===== src/rtl/calc_pkg.sv =====
// Shared opcodes, sequencer states and widths for the calculator core.
package calc_pkg;

  localparam int RESULT_W = 24;
  localparam int OPREG_W  = 8;

  localparam logic [2:0] OP_CLR  = 3'd0;
  localparam logic [2:0] OP_LOAD = 3'd1;
  localparam logic [2:0] OP_ADD  = 3'd2;
  localparam logic [2:0] OP_SUB  = 3'd3;
  localparam logic [2:0] OP_AND  = 3'd4;
  localparam logic [2:0] OP_OR   = 3'd5;
  localparam logic [2:0] OP_MUL  = 3'd6;
  localparam logic [2:0] OP_DIV  = 3'd7;

  typedef enum logic [1:0] {
    ST_IDLE = 2'd0,
    ST_MUL  = 2'd1,
    ST_DIV  = 2'd2
  } state_t;

  // Single-cycle operations; MUL/DIV are sequenced by calc_core instead.
  function automatic logic [RESULT_W-1:0] aluSimple(input logic [2:0]          op,
                                                    input logic [RESULT_W-1:0] acc,
                                                    input logic [OPREG_W-1:0]  b);
    logic [RESULT_W-1:0] bx;
    bx = RESULT_W'(b);
    case (op)
      OP_CLR:  aluSimple = '0;
      OP_LOAD: aluSimple = bx;
      OP_ADD:  aluSimple = acc + bx;
      OP_SUB:  aluSimple = acc - bx;
      OP_AND:  aluSimple = acc & bx;
      OP_OR:   aluSimple = acc | bx;
      default: aluSimple = acc;
    endcase
  endfunction

endpackage


===== src/rtl/calc_core_if.sv =====
// Switch/key inputs and display_driver-facing outputs of the calculator core.
interface calc_core_if;
  import calc_pkg::*;

  logic [OPREG_W-1:0]  Switches;
  logic                KeyOpReg_n;
  logic                KeyOpCode_n;
  logic [OPREG_W-1:0]  OpReg;
  logic                ShowOpReg;
  logic [2:0]          OpCode;
  logic                ShowOpCode;
  logic [RESULT_W-1:0] OpResult;
  logic                Busy;

  modport master (
    output Switches, KeyOpReg_n, KeyOpCode_n,
    input  OpReg, ShowOpReg, OpCode, ShowOpCode, OpResult, Busy
  );

  modport slave (
    input  Switches, KeyOpReg_n, KeyOpCode_n,
    output OpReg, ShowOpReg, OpCode, ShowOpCode, OpResult, Busy
  );
endinterface


===== src/rtl/key_debounce.sv =====
// Synchronises and debounces one active-low push button; emits a one-cycle
// pulse when the debounced level goes from released to pressed.
module key_debounce #(
  parameter int DEBOUNCE_MS = 20
) (
  input  logic clk,
  input  logic reset_n,
  input  logic oneMsPulse,
  input  logic key_n,
  output logic press
);

  localparam int CNT_W = $clog2(DEBOUNCE_MS + 1);

  logic             r_sync1;
  logic             r_sync2;
  logic             r_level;
  logic             r_press;
  logic [CNT_W-1:0] r_cnt;

  // r_cnt measures how many ms the synced level has disagreed with r_level;
  // any return to agreement restarts the measurement.
  always_ff @(posedge clk or negedge reset_n) begin
    if (!reset_n) begin
      r_sync1 <= 1'b1;
      r_sync2 <= 1'b1;
      r_level <= 1'b1;
      r_cnt   <= '0;
      r_press <= 1'b0;
    end else begin
      r_sync1 <= key_n;
      r_sync2 <= r_sync1;
      r_press <= 1'b0;
      if (r_sync2 == r_level) begin
        r_cnt <= '0;
      end else if (oneMsPulse) begin
        if (r_cnt == CNT_W'(DEBOUNCE_MS - 1)) begin
          r_level <= r_sync2;
          r_cnt   <= '0;
          r_press <= r_level;
        end else begin
          r_cnt <= r_cnt + 1'b1;
        end
      end
    end
  end

  assign press = r_press;

endmodule


===== src/rtl/calc_core.sv =====
// Operand/opcode entry and accumulator engine with sequential 8-step multiply
// and 24-step restoring divide; all outputs registered.
module calc_core
  import calc_pkg::*;
#(
  parameter int DEBOUNCE_MS = 20
) (
  input  logic        clk,
  input  logic        reset_n,
  input  logic        oneMsPulse,
  calc_core_if.slave  bus
);

  logic w_pressReg;
  logic w_pressCode;

  key_debounce #(.DEBOUNCE_MS(DEBOUNCE_MS)) u_keyOpReg (
    .clk        (clk),
    .reset_n    (reset_n),
    .oneMsPulse (oneMsPulse),
    .key_n      (bus.KeyOpReg_n),
    .press      (w_pressReg)
  );

  key_debounce #(.DEBOUNCE_MS(DEBOUNCE_MS)) u_keyOpCode (
    .clk        (clk),
    .reset_n    (reset_n),
    .oneMsPulse (oneMsPulse),
    .key_n      (bus.KeyOpCode_n),
    .press      (w_pressCode)
  );

  state_t              r_state;
  logic [4:0]          r_iter;
  logic [OPREG_W-1:0]  r_opReg;
  logic                r_showOpReg;
  logic [2:0]          r_opCode;
  logic                r_showOpCode;
  logic [RESULT_W-1:0] r_opResult;
  logic                r_busy;
  logic [RESULT_W-1:0] r_acc;
  logic [RESULT_W-1:0] r_mcand;
  logic [OPREG_W-1:0]  r_mulB;
  logic [OPREG_W-1:0]  r_divisor;
  logic [RESULT_W-1:0] r_quot;
  logic [OPREG_W-1:0]  r_rem;

  logic [OPREG_W-1:0]  w_b;
  logic [2:0]          w_op;
  logic [RESULT_W-1:0] w_mulSum;
  logic [OPREG_W:0]    w_remShift;
  logic [OPREG_W:0]    w_remTrial;
  logic                w_divGe;
  logic [OPREG_W-1:0]  w_remNext;
  logic [RESULT_W-1:0] w_quotNext;

  // A simultaneous operand press supplies the fresh switch value as B.
  assign w_b        = w_pressReg ? bus.Switches : r_opReg;
  assign w_op       = bus.Switches[2:0];
  assign w_mulSum   = r_acc + (r_mulB[0] ? r_mcand : '0);
  assign w_remShift = {r_rem, r_quot[RESULT_W-1]};
  assign w_remTrial = w_remShift - {1'b0, r_divisor};
  assign w_divGe    = ~w_remTrial[OPREG_W];
  assign w_remNext  = w_divGe ? w_remTrial[OPREG_W-1:0] : w_remShift[OPREG_W-1:0];
  assign w_quotNext = {r_quot[RESULT_W-2:0], w_divGe};

  always_ff @(posedge clk or negedge reset_n) begin
    if (!reset_n) begin
      r_state      <= ST_IDLE;
      r_iter       <= '0;
      r_opReg      <= '0;
      r_showOpReg  <= 1'b0;
      r_opCode     <= '0;
      r_showOpCode <= 1'b0;
      r_opResult   <= '0;
      r_busy       <= 1'b0;
      r_acc        <= '0;
      r_mcand      <= '0;
      r_mulB       <= '0;
      r_divisor    <= '0;
      r_quot       <= '0;
      r_rem        <= '0;
    end else begin
      r_showOpReg  <= 1'b0;
      r_showOpCode <= 1'b0;
      if (w_pressReg) begin
        r_opReg     <= bus.Switches;
        r_showOpReg <= 1'b1;
      end
      case (r_state)
        ST_IDLE: begin
          if (w_pressCode) begin
            r_opCode     <= w_op;
            r_showOpCode <= 1'b1;
            r_iter       <= '0;
            case (w_op)
              OP_MUL: begin
                r_mcand <= r_opResult;
                r_mulB  <= w_b;
                r_acc   <= '0;
                r_busy  <= 1'b1;
                r_state <= ST_MUL;
              end
              OP_DIV: begin
                if (w_b == '0) begin
                  r_opResult <= '1;
                end else begin
                  r_divisor <= w_b;
                  r_quot    <= r_opResult;
                  r_rem     <= '0;
                  r_busy    <= 1'b1;
                  r_state   <= ST_DIV;
                end
              end
              default: r_opResult <= aluSimple(w_op, r_opResult, w_b);
            endcase
          end
        end
        ST_MUL: begin
          r_acc   <= w_mulSum;
          r_mcand <= r_mcand << 1;
          r_mulB  <= r_mulB >> 1;
          r_iter  <= r_iter + 5'd1;
          if (r_iter == 5'd7) begin
            r_opResult <= w_mulSum;
            r_busy     <= 1'b0;
            r_state    <= ST_IDLE;
          end
        end
        ST_DIV: begin
          r_rem  <= w_remNext;
          r_quot <= w_quotNext;
          r_iter <= r_iter + 5'd1;
          if (r_iter == 5'd23) begin
            r_opResult <= w_quotNext;
            r_busy     <= 1'b0;
            r_state    <= ST_IDLE;
          end
        end
        default: r_state <= ST_IDLE;
      endcase
    end
  end

  assign bus.OpReg      = r_opReg;
  assign bus.ShowOpReg  = r_showOpReg;
  assign bus.OpCode     = r_opCode;
  assign bus.ShowOpCode = r_showOpCode;
  assign bus.OpResult   = r_opResult;
  assign bus.Busy       = r_busy;

endmodule


===== src/flat_wrapper.sv =====
// flat-port wrapper written by rule: the top's interface ports become plain ports
module calc_core_flat import calc_pkg::*;
#(
  parameter int DEBOUNCE_MS = 20
)
  (clk, reset_n, oneMsPulse, bus_Switches, bus_KeyOpReg_n, bus_KeyOpCode_n, bus_OpReg, bus_ShowOpReg, bus_OpCode, bus_ShowOpCode, bus_OpResult, bus_Busy);
  calc_core_if bus_i ();
  input  logic clk;
  input  logic reset_n;
  input  logic oneMsPulse;
  input wire logic [$bits(bus_i.Switches)-1:0] bus_Switches;
  input wire logic [$bits(bus_i.KeyOpReg_n)-1:0] bus_KeyOpReg_n;
  input wire logic [$bits(bus_i.KeyOpCode_n)-1:0] bus_KeyOpCode_n;
  output wire logic [$bits(bus_i.OpReg)-1:0] bus_OpReg;
  output wire logic [$bits(bus_i.ShowOpReg)-1:0] bus_ShowOpReg;
  output wire logic [$bits(bus_i.OpCode)-1:0] bus_OpCode;
  output wire logic [$bits(bus_i.ShowOpCode)-1:0] bus_ShowOpCode;
  output wire logic [$bits(bus_i.OpResult)-1:0] bus_OpResult;
  output wire logic [$bits(bus_i.Busy)-1:0] bus_Busy;
  assign bus_i.Switches = bus_Switches;
  assign bus_i.KeyOpReg_n = bus_KeyOpReg_n;
  assign bus_i.KeyOpCode_n = bus_KeyOpCode_n;
  assign bus_OpReg = bus_i.OpReg;
  assign bus_ShowOpReg = bus_i.ShowOpReg;
  assign bus_OpCode = bus_i.OpCode;
  assign bus_ShowOpCode = bus_i.ShowOpCode;
  assign bus_OpResult = bus_i.OpResult;
  assign bus_Busy = bus_i.Busy;
  calc_core #(.DEBOUNCE_MS(DEBOUNCE_MS)) u_core (.clk(clk), .reset_n(reset_n), .oneMsPulse(oneMsPulse), .bus(bus_i));
endmodule

===== config.mk =====
export PLATFORM = sky130hd
export DESIGN_NAME = calc_core_flat
export DESIGN_NICKNAME = d
export VERILOG_FILES = /design/src/rtl/calc_pkg.sv /design/src/rtl/calc_core_if.sv /design/src/rtl/key_debounce.sv /design/src/rtl/calc_core.sv /design/src/flat_wrapper.sv
export SDC_FILE = /design/constraint.sdc
export NUM_CORES = 1
export LEC_CHECK = 0
export CAP_MARGIN = 15
export CORE_ASPECT_RATIO = 0.8
export CORE_UTILIZATION = 40
export CTS_CLUSTER_DIAMETER = 100
export DETAILED_ROUTE_END_ITERATION = 10
export PLACE_DENSITY = 0.59
export REMOVE_ABC_BUFFERS = 1
export SYNTH_ARGS = -nofsm -noshare
export SYNTH_HDL_FRONTEND = slang
export SYNTH_HIERARCHICAL = 1
export SYNTH_SLANG_ARGS = --single-unit
export TNS_END_PERCENT = 1

===== constraint.sdc =====
create_clock -name clk -period 4.2 [get_ports clk]
set_input_delay 0.63 -clock clk [delete_from_list [all_inputs] [get_ports clk]]
set_output_delay 0.63 -clock clk [all_outputs]
set_load 0.02 [all_outputs]

# == Word-level counts from Yosys, hierarchy flattened ==
# Index checks and enable logic that the tools add are counted.
# op_classes
n_mux,56
addsub,7
n_bitwise,6
n_eq_ne,26
reduce_logical,20
# op_table
op,count
$mux 24,12
$pmux 24 s2,4
$pmux 24 s6,1
$pmux 24 s3,1
$mux 8,7
$mux 5,7
$pmux 8 s2,2
$add 24x24->24,1
$add 24x8->24,1
$and 24x8->24,1
$or 24x8->24,1
$sub 24x8->24,1
$add 5x1->5 const B,3
$eq 5x5->1 const B,3
$mux 1,13
$eq 3x3->1 const B,4
$ne 2x2->1 const B,5
$pmux 5 s2,1
$reduce_bool 2->1,5
$reduce_and 3->1,3
$sub 9x8->9,1
$logic_not 8->1,1
$mux 2,4
$ne 8x8->1 const B,1
23 further kinds,32
# totals
wordCells,139
regBits,159
inputBits,13
output_inout_bits,38

# == Depth between registers and ports, before layout ==
# depth
depth_word,6
depth_mapped,17
depth_no_buf,16

# == Modules after synthesis ==
# Netlist, hierarchy kept.
# by_module_without_submodules
module,n_inst,cells_per_inst,seq_area_each_um2,area_per_inst_um2
calc_core,1,1163,3528.4,9808.2
key_debounce (u_core.u_keyOpReg),1,35,229.0,416.6
key_debounce (u_core.u_keyOpCode),1,33,229.0,399.1

# == Worst setup path after synthesis ==
# OpenSTA, ideal clock, no wires.
# synth_path
path_type,input port to flip-flop
startpoint,in bus_Switches[0]
endpoint,reg u_core.r_opResult[19] (netlist: u_core/bus.OpResult[19])
slack_ps,319
setup_ps,124
arrival_ps,3757
stages,14
n_path_buf,1
required_ps,4076
path_cell_list,clkbuf_1 > mux2i_1 > ha_1 > o21a_1 > and3_1 > or2_2 > ha_1 > a21o_1 > or2_2 > o21ai_0 > nand2_1 > a2111o_1 > a31oi_1 > nor3_1
# synth_via
elab_chain_len,6
word_cells_on_any_way,20
cone_classes,add/sub: 2; eq/ne: 10; mux: 5; reduce/logical: 3
# synth_lines
element,line,rtl
"start, declared",flat_wrapper.sv:11,input wire logic [$bits(bus_i.Switches)-1:0] bus_Switches;
$mux 8,-,
$sub 24x8->24 or $add 24x8->24 (tied branches),"calc_pkg.sv:32, calc_pkg.sv:31",
$pmux 24 s6,calc_pkg.sv:28,case (op)
$pmux 24 s2,calc_core.sv:96,case (w_op)
$mux 24,calc_core.sv:92,if (w_pressCode) begin
$pmux 24 s3,calc_core.sv:90,case (r_state)
"end signal, assigned",calc_core.sv:115,"default: r_opResult <= aluSimple(w_op, r_opResult, w_b);"
"end signal, assigned",calc_core.sv:125,r_opResult <= w_mulSum;
"end signal, assigned",calc_core.sv:135,r_opResult <= w_quotNext;
"end, declared",calc_core.sv:39,logic [RESULT_W-1:0] r_opResult;
# Several ways; a longest one is shown, not always the timed one. The select of a mux whose other input is x is not followed.
# A chain may end at the register's enable or synchronous reset.

# == Worst setup path in the final report ==
# layout_path
startpoint,reg u_core.u_keyOpReg.r_press (netlist: u_core/u_keyOpReg/press)
endpoint,reg u_core.r_opResult[17] (netlist: u_core/bus.OpResult[17])
# layout_via
elab_chain_len,6
word_cells_on_any_way,10
cone_classes,add/sub: 2; eq/ne: 1; mux: 5; reduce/logical: 2
# layout_lines
element,line,rtl
"start, declared",key_debounce.sv:18,logic r_press;
"start signal, assigned",key_debounce.sv:40,r_press <= r_level;
$mux 8 *,-,
$sub 24x8->24 or $add 24x8->24 (tied branches),"calc_pkg.sv:32, calc_pkg.sv:31",
$pmux 24 s6,calc_pkg.sv:28,
$pmux 24 s2,calc_core.sv:96,
$mux 24,calc_core.sv:92,
$pmux 24 s3,calc_core.sv:90,
# Mark *: on every way between the ends. The rest lies on a longest branch, timed or not. The select of a mux whose other input is x is not followed.

==> flow_summary.ini <==
[layout]
drive_gt1_share_pct = 9.924
area_delta_synth_final_pct = 16.49
fin_area_sq_um = 12380
nets = 1379

[timing]
drv_slew = 0
hold_ws_ns = 0.1781
worst_pin_slew_ns = 1.021
post-route-min-period_ns = 3.903
finalSetupViolations = 0
fin_skew_ns = 0.008751
hold_viol_final = 0
rsz0062_at_grt = false
fmax_mhz = 256.2
slew_headroom_pct = 31.81
setup_tns_ns = 0
fin_ws_ns = 0.2974
timing.final.crit_share_pct = 92.92

[floorplanning]
num_rows = 52
die_width_um = 184.2
start_util_pct = 41.34
pin_count = 51
core_sq_um = 25700
die_h_um = 147.8
die-area_sq_um = 27220

[route]
drt-met1-wl_um = 14820
first_iter_violations = 682
highest_layer = met4
ant_nets = 0
wl_um = 29210
viasPerCell = 5.529
drc = 0
wl_met3_um = 1585
first_pass_iters = 5
vias = 9190
wl_met2_um = 12560
wl_per_cell_um = 17.57

[critical_path]
cp.required_ns = 4.50
setup.worst_path.end_class = flip-flop
start_kind = flip-flop
cp_max_fo = 12
critPathKind = flip-flop to flip-flop
cp.arrival_ns = 4.20

[placement]
dp_hpwl_um = 21420
place_area_sq_um = 11790
io_buffers = 50
place.gp.congestion = 0.9350
pre_cts_ws_ns = -0.1333

[run_status]
status = finished clean

[logic_synthesis]
synth_common_cells = 178 x nand2_1, 153 x dfrtp_1, 118 x o21ai_0, 91 x nor2_1, 83 x a21oi_1
synth_top_cell_by_area = dfrtp_1
yosys.cell_types.count = 81
synth_edf_count = 0
ys_top_cells_by_area = dfrtp_1 36%, ha_1 7.8%, nand2_1 6.3%
netlist_area_sq_um = 10620
ys_ff_latch = 159
yosysMostFrequentCell = nand2_1
synth-seq-area-share_pct = 37.52
async_flop_share_pct = 100.0
syn_area_per_cell_sq_um = 8.630
synth_top_area_share_pct = 36.04
ys.flop_type = dfrtp_1
netlist_instances = 1231
yosys_warnings = 6

[clock_tree]
postCtsSetupRepairBufs = 0
cts_tree = done
insertion_delay_ns = 0.43
clock_path_buffers = 2
ctsRootBufferMaster = clkbuf_16
cts.clk_slew.worst_paths_ns = 0.07
h-tree-depth = 4
clkSinkCount = 159
numCtsBuffers = 17

[grt]
antenna_found_initial = 1
grt_pass1_wl_um = 48090
overflow = 0
grtUsageTotal_pct = 22.57
grt_max_degree = 71
grt_pass1_vias = 8851

[pwr]
p_leak_nw = 5.470
p_int_w = 0.002597
powerDensity_nw_per_um2 = 287.6
power.total_w = 0.003559
pwr-share-comb_pct = 11.4
switching_share_pct = 27.02
ir_worst_vdd_mv = 0.2919
pwr-share-clk_pct = 43.7
power_frac_seq_pct = 44.8
switchingPower_w = 0.0009616

[job]
drv_cap = 0

[min_path]
hp-class = input port to asynchronous set/reset pin
-- flip-flops by register name, summed over array words and instances, names as in the netlist, 2 cells and up --
signal / cells
u_core/bus.OpCode: 3
u_core/bus.OpReg: 8
u_core/bus.OpResult: 24
u_core/r_acc: 24
u_core/r_divisor: 8
u_core/r_iter: 5
u_core/r_mcand: 24
u_core/r_mulB: 8
u_core/r_quot: 24
u_core/r_rem: 8
u_core/r_state: 2
u_core/u_keyOpCode/r_cnt: 5
u_core/u_keyOpReg/r_cnt: 5
-- critical path: stages, from the launching register on --
cell	delay, ns
dfrtp_2	0.54
nor2b_1	0.26
a21oi_1	0.13
ha_1	0.24
o21a_1	0.12
and3_1	0.22
or2_2	0.30
ha_1	0.34
a21o_1	0.20
or2_2	0.26
o21ai_0	0.35
a21oi_1	0.13
or3_1	0.32
a31oi_1	0.27
a221oi_2	0.09
-- stage by stage --
step	utilization [%]	cells
floorplan	-	1170
global placement	45.85	1628
detailed placement	45.88	1629
CTS	48.14	1661
global route	48.15	1661
finish	48.15	1662
-- cell families after synthesis --
| logic type | Yosys count | share of synthesized area, % |
|---|---|---|
| buffers and inverters | 106 | 3.934 |
| AO/OA/AOI/OAI | 357 | 20.88 |
| flip-flops | 159 | 37.52 |
| multiplexers | 69 | 6.689 |
| adder cells (fa/ha/maj) | 69 | 8.338 |
| XOR/XNOR | 44 | 3.627 |
| AND/OR/NAND/NOR | 427 | 19.01 |
-- metal layers --
metal | global-route usage [%] | vias up
met5 | 0 | -
met4 | 4.750 | 0
met3 | 5.051 | 17
met2 | 33.64 | 230
met1 | 33.24 | 4417
li1 | - | 4526
-- timing repair --
item,4_1_cts,5_1_grt
resized for setup,0,1
endpoints found under the setup margin,0,10
hold buffers,0,0
-- power groups by stage --
stage               clock network [W]  registers [W]  logic, W
floorplan                           0        0.00163  0.000216
global placement                    0        0.00162  0.000402
detailed placement                  0        0.00163  0.000405
CTS                           0.00160        0.00160  0.000408
global route                  0.00166        0.00160  0.000455
finish                        0.00156        0.00160  0.000407
-- path summary, 6_finish.rpt --
| kind | startpoint | end | slack (ns) | depth (start not counted) |
|---|---|---|---|---|
| worst max-delay path | u_core/u_keyOpReg/press$_DFF_PN0_ | u_core/bus.OpResult[17]$_DFFE_PN0P_ | 0.30 | 14 |
| worst min-delay path | reset_n | u_core/r_mcand[9]$_DFFE_PN0P_ | 0.18 | 1 |
| worst max register to register | u_core/u_keyOpReg/press$_DFF_PN0_ | u_core/bus.OpResult[17]$_DFFE_PN0P_ | 0.30 | 14 |
| worst min register to register | u_core/u_keyOpCode/r_sync1$_DFF_PN1_ | u_core/u_keyOpCode/r_sync2$_DFF_PN1_ | 0.36 | 0 |
| max in group asynchronous | reset_n | u_core/bus.OpReg[1]$_DFF_PN0_ | 3.05 | 2 |
| min in group clk | u_core/u_keyOpCode/r_sync1$_DFF_PN1_ | u_core/u_keyOpCode/r_sync2$_DFF_PN1_ | 0.36 | 0 |
-- cell type report --
type	count	area, sq um
diodes	1	2.502
clock buffers	19	452.9
clock inverters	13	128.9
fillers	2514	13320
inverters	45	168.9
multi-input cells	966	6233
flip-flops and latches	159	3988
well taps	351	439.2
repair buffers	108	962.2
-- layout by cell type, fill, tap and decap left out, types with 11 or more instances in the layout --
cell type,Yosys,routed
a21o_1,22,22
a21oi_1,83,82
a31oi_1,34,34
and2_1,29,29
buf_4,1,56
clkbuf_16,0,17
clkdlybuf4s50_1,0,49
dfrtp_1,153,152
ha_1,66,65
inv_1,44,44
mux2_2,11,11
mux2i_1,56,56
nand2_1,178,178
nand3_1,16,16
nor2_1,91,91
nor2b_1,19,19
nor3_1,22,22
o21ai_0,118,118
or3_1,13,13
xnor2_1,28,28
xor2_1,16,16
No activity file was read; power rests on OpenSTA's default activity.
